==> src/rtl/pwm_multi.sv <==
// pwm_multi: multi-channel double-buffered PWM generator on the 8-bit CSR bus
module pwm_multi #(
  parameter logic [4:0] BASE_ADDR = 5'h0,
  parameter int CHANNELS = 2
) (
  input  logic                clk,
  input  logic                rst,
  input  logic [4:0]          csr_a,
  input  logic [7:0]          csr_di,
  input  logic                csr_we,
  output logic [7:0]          csr_do,
  input  logic                pwm_ce,
  output logic [CHANNELS-1:0] pwm_out
);
  localparam logic [4:0] STAT_A = BASE_ADDR + 5'(2 * CHANNELS);
  logic [CHANNELS-1:0] en, inv, pend, ctrl_hit, duty_hit, wrap, load;
  logic [1:0] scale [CHANNELS];
  logic [6:0] cnt [CHANNELS];
  logic [6:0] top [CHANNELS];
  logic [7:0] duty [CHANNELS];
  logic [7:0] act [CHANNELS];
  logic [7:0] rd;
  logic resync;
  // address decode, wrap detection, reload events and the read mux
  always_comb begin
    resync = csr_we && csr_a == STAT_A && csr_di[7];
    rd = csr_a == STAT_A ? 8'(pend) : 8'h00;
    for (int i = 0; i < CHANNELS; i++) begin
      ctrl_hit[i] = csr_we && csr_a == BASE_ADDR + 5'(2 * i);
      duty_hit[i] = csr_we && csr_a == BASE_ADDR + 5'(2 * i + 1);
      top[i] = 7'h7f >> scale[i];
      wrap[i] = pwm_ce && en[i] && cnt[i] == top[i];
      load[i] = resync || (ctrl_hit[i] && csr_di[7] && (!en[i] || csr_di[1:0] != scale[i]));
      if (csr_a == BASE_ADDR + 5'(2 * i)) rd = {en[i], inv[i], 4'b0000, scale[i]};
      if (csr_a == BASE_ADDR + 5'(2 * i + 1)) rd = duty[i];
    end
  end
  // register file, per-channel counters, duty double buffer and outputs
  always_ff @(posedge clk) begin
    if (rst) begin
      csr_do <= 8'h00;
      pwm_out <= '0;
      en <= '0;
      inv <= '0;
      pend <= '0;
      for (int i = 0; i < CHANNELS; i++) begin
        scale[i] <= 2'd0;
        cnt[i] <= 7'd0;
        duty[i] <= 8'h00;
        act[i] <= 8'h00;
      end
    end else begin
      csr_do <= rd;
      for (int i = 0; i < CHANNELS; i++) begin
        pwm_out[i] <= inv[i] ^ (en[i] & ({1'b0, cnt[i]} < act[i]));
        if (ctrl_hit[i]) begin
          en[i] <= csr_di[7];
          inv[i] <= csr_di[6];
          scale[i] <= csr_di[1:0];
        end
        if (duty_hit[i]) duty[i] <= csr_di;
        cnt[i] <= load[i] ? 7'd0 : (pwm_ce && en[i]) ? (wrap[i] ? 7'd0 : cnt[i] + 7'd1) : cnt[i];
        act[i] <= (load[i] || !en[i] || wrap[i]) ? duty[i] : act[i];
        pend[i] <= (load[i] || !en[i]) ? 1'b0 : duty_hit[i] ? 1'b1 : wrap[i] ? 1'b0 : pend[i];
      end
    end
  end
endmodule

==> config.mk <==
export PLATFORM = sky130hd
export DESIGN_NAME = pwm_multi
export DESIGN_NICKNAME = d
export VERILOG_FILES = /design/src/rtl/pwm_multi.sv
export SDC_FILE = /design/constraint.sdc
export NUM_CORES = 1
export LEC_CHECK = 0
export ABC_CLOCK_PERIOD_IN_PS = 2600
export BUFFER_PORTS_ARGS = -buffer_cell sky130_fd_sc_hd__clkbuf_2
export CAP_MARGIN = 20
export CORE_ASPECT_RATIO = 1.75
export CORE_UTILIZATION = 37
export CTS_CLUSTER_DIAMETER = 100
export DETAILED_ROUTE_END_ITERATION = 8
export PLACE_DENSITY = 0.65
export REMOVE_ABC_BUFFERS = 1
export SYNTH_ARGS = -nofsm -noshare
export SYNTH_HDL_FRONTEND = slang
export SYNTH_SLANG_ARGS = --single-unit
==> constraint.sdc <==
create_clock -name clk -period 2.6 [get_ports clk]
set_input_delay 0.78 -clock clk [delete_from_list [all_inputs] [get_ports clk]]
set_output_delay 0.78 -clock clk [all_outputs]
set_load 0.005 [all_outputs]
## Word level (Yosys, flattened, before mapping)

Memory sizes are Yosys's and may differ from the RTL's.
Cells that the tools add are included.

- Add/subtract/negate cells: 2
- $lt $le $gt $ge: 2
- Eq/ne operators: 8
- Shift-type cells: 2
- Muxes and demuxes: 40
- Bitwise operators: 12
- Reductions and logical operators: 29

Operators with widths:

| operator | count |
|---|---|
| 2-to-1 mux 8 bit | 10 |
| 2-to-1 mux 7 bit | 8 |
| 2-to-1 mux 1 bit | 19 |
| < comparator 7 x 8 -> 1 bit | 2 |
| adder 7 x 1 -> 7 bit (second input constant) | 2 |
| == test 7 bit | 2 |
| logical AND 1 bit | 14 |
| right shift 7 x 2 -> 7 bit (first input constant) | 2 |
| == test 5 x 2 -> 1 bit (second input constant) | 2 |
| logical OR 1 bit | 8 |
| bitwise OR 1 bit | 8 |
| 2-to-1 mux 2 bit | 3 |
| == test 5 x 1 -> 1 bit (second input constant) | 1 |
| == test 5 x 3 -> 1 bit (second input constant) | 1 |
| logical NOT 5 bit | 1 |
| != test 2 bit | 2 |
| nonzero test 2 bit | 2 |
| OR reduction 2 bit | 2 |
| AND 1 bit | 2 |
| logical NOT 1 bit | 2 |
| bitwise XOR 1 bit | 2 |

- Register bits after elaboration: 16
- RAM bits: 50
- Bits of input ports: 17
- Output and inout bits: 10
- Memories: 4

Memories:

| name | depth | bits a word | read ports | clocked after Yosys merged registers in | write ports | line | source |
|---|---|---|---|---|---|---|---|
| act | 2 | 8 | 2 | 0 | 2 | 21 | `logic [7:0] act [CHANNELS];` |
| duty | 2 | 8 | 2 | 0 | 2 | 20 | `logic [7:0] duty [CHANNELS];` |
| cnt | 2 | 7 | 2 | 0 | 2 | 18 | `logic [6:0] cnt [CHANNELS];` |
| scale | 2 | 2 | 2 | 0 | 2 | 17 | `logic [1:0] scale [CHANNELS];` |

## Longest topological paths before layout

- Word-level depth: 9
- Mapped depth: 7

## Least setup slack after synthesis

No wires, ideal clock.

- Path kind: input-to-reg
- Start point: input csr_a[4]
- End point: memory scale[0][0], enable pin
- Library setup time: 299 ps
- Data arrival time: 1849 ps
- Required time: 2301 ps
- Slack: 452 ps
- Stages: 5
- Path buffers: 1
- Path through: or3_1 buf_6 nor3_1 nand2_1 nand2b_1

RTL lines:

| element | line | source |
|---|---|---|
| from (decl) | 8 | `input logic [4:0] csr_a,` |
| to (decl) | 17 |  |

==> out/metrics.csv <==
metric,value,unit
outcome,"finished, final reports clean",
grt_max_degree,22,
seq_power_share,0.472,
synth_edf_count,20,
p_leak,1.53,nW
wl_met3,267,um
cts-hold-fix-buffers,0,
finalCritPeriodShare,0.796,
ant_nets,0,
drtPass1Iterations,4,
final_common_cell,dfxtp_1,
final_util,0.448,
drc,0,
place_inst,481,
routedWlPerCell,14.8,um
nNetsFinal,406,
syn_area_per_cell,9.83,um^2
rows,45,
cts_buffers,9,
finalPower,2.38,mW
worst_slew_pin_slew,457,ps
cts_resized,0,
netlist_instances,341,
vias_per_cell,5.03,
p_int,1.86,mW
top_layer_used,met4,
startpoint_type,primary input,
ys.flop_type,dfxtp_1,
ys_ff_latch,66,
finalHoldViolations,0,
fin_skew,3.35,ps
p_sw,0.521,mW
drt_iter0_drc,135,
p_per_area,609,nW/um^2
path_clk_slew,50,ps
final_area,3910,um^2
cp.required,2790,ps
worstSetupPathType,in2reg,
critPathMaxFanout,8,
async_flop_share,0,
grt_pass1_wl,11.9,mm
hold_path_class,reg2reg,
ys_types,50,
wl_met2,3.92,mm
instances_no_fill,497,
first_global_vias,2451,
yosysSeqAreaShare,0.454,
rsz0062_at_grt,no,
synth_top_area_cell,dfxtp_1,
cts_buffer_depth,2,
io_buffers,26,
min_period,2070,ps
area_delta_synth_final,16.5,%
overflow,0,
dpl_cell_area,3630,um^2
start_util,0.384,
cts_sinks,66,
cts_setup_buffers,0,
routed_wirelength,7.38,mm
clock_power_share,0.463,
m1WireLength,2.99,mm
synth_area_leaders,"dfxtp_1 27%, edfxtp_1 18%, nand2b_1 7.5%, mux2i_1 6.6%, ha_1 5.2%",
crit_arrival,2260,ps
drive_gt1_frac,0.163,
fmaxAchievable,483,MHz
num_vias,2498,
antenna_found_initial,0,
die_h,128,um
end_kind,flop,
mostFrequentLayoutCells,"46 x dfxtp_1, 40 x nand2b_1, 28 x nor2_1",
grt_util_all_layers,0.170,
core_area,8730,um^2
io_pins,27,
syn_area,3350,um^2
fp.dieW,74.0,um
tns,0,ps
clock_latency,320,ps
htree_levels,3,
p_sw_frac,0.219,
n_antenna_cell,0,
num-fill-cells,844,
post-dp-hpwl,5.62,mm
irDropWorstVdd,0.000396,V
gp_congestion,0.810,
dieArea,9460,um^2
cts_root_buf,clkbuf_16,
cts_tree,done,
setup_viol,0,
maxSlewHeadroom,0.695,
maxCapViolations,0,
yosys_warnings,0,
slew_violations,0,
power_frac_comb,0.065,
netlist.area_leader.share,0.275,
cells by family (layout without fill, tap and decap cells):
family                   after synthesis  after routing  share of synthesized area
AO/OA/AOI/OAI                         44             44                     0.0907
XOR/XNOR                              10             10                     0.0261
adder cells (fa/ha/maj)               14             14                     0.0523
buffers and inverters                 27             66                     0.0381
flip-flops                            66             66                      0.454
multiplexers                          26             26                     0.0791
AND/OR/NAND/NOR                      154            154                      0.260
final timing paths:
check,cells past startpoint,endpoint,slack (ps),from
worst max-delay path,6,act[0][9],530,csr_a[4]
worst max register to register,5,act[0][9],690,scale[0][2]
worst min register to register,2,pend[0],460,pend[0]
worst min-delay path,2,pend[0],460,pend[0]
Yosys cell counts, types with 2 or more instances:
| master | number |
|---|---|
| dfxtp_1 | 46 |
| nand2b_1 | 40 |
| nor2_1 | 28 |
| nand2_1 | 23 |
| mux2i_1 | 22 |
| edfxtp_1 | 20 |
| a21oi_1 | 16 |
| ha_1 | 14 |
| inv_1 | 13 |
| nand3_1 | 12 |
| and2_1 | 10 |
| clkbuf_1 | 8 |
| nor3_1 | 6 |
| xnor2_1 | 6 |
| a21o_1 | 5 |
| and3_1 | 5 |
| and4_1 | 4 |
| mux2_2 | 4 |
| o21ai_0 | 4 |
| xor2_1 | 4 |
| buf_6 | 3 |
| nor3b_1 | 3 |
| a211o_1 | 2 |
| a21oi_2 | 2 |
| a221oi_1 | 2 |
| and4b_1 | 2 |
| buf_2 | 2 |
| nand3b_1 | 2 |
| nand4_1 | 2 |
| nand4b_1 | 2 |
| nand4bb_1 | 2 |
| nor2b_1 | 2 |
| nor4bb_1 | 2 |
| o21ai_1 | 2 |
| o21ai_2 | 2 |
| o221ai_1 | 2 |
| o2bb2ai_1 | 2 |
| or3b_1 | 2 |
| or4_1 | 2 |
worst max-delay path, stage by stage:
cell and delay [ps]:
clkbuf_2 90, or3_1 510, a311oi_2 280, o21ai_1 100
and3_1 320, mux2i_1 170
sequential cells by signal, summed over array words and instances (netlist names):
name	flops
act	16
cnt	14
csr_do	8
duty	16
en	2
inv	2
pend	2
pwm_out	2
scale	4
per-stage QoR:
step | setup WS [ps] | hold slack, ps
global route | 464 | 479
global placement | 218 | 452
CTS | 541 | 465
finish | 531 | 464
floorplan | 471 | 428
detailed placement | 201 | 457
per-layer routing:
metal / vias to the layer above / global-route usage
met4: 0 / 0.0916
li1: 1265 / -
met1: 1168 / 0.188
met5: - / 0
met2: 53 / 0.297
met3: 12 / 0.0330
final cells by class:
cell class / instances / area, um^2 / area share
Sequential cell: 66 / 1520 / 0.389
Clock buffer: 13 / 260 / 0.0666
Multi-Input combinational cell: 248 / 1700 / 0.436
Clock inverter: 3 / 13.8 / 0.00352
Inverter: 13 / 48.8 / 0.0125
Timing Repair Buffer: 37 / 213 / 0.0545
Tap cell: 117 / 146 / 0.0375
power by group through the flow:
stage | clock network [mW] | logic [mW] | registers [mW]
floorplan | 0 | 0.0892 | 1.13
global placement | 0 | 0.152 | 1.14
detailed placement | 0 | 0.156 | 1.14
CTS | 1.11 | 0.157 | 1.12
global route | 1.15 | 0.171 | 1.13
finish | 1.10 | 0.155 | 1.12
Power figures use the tool's default switching activity.
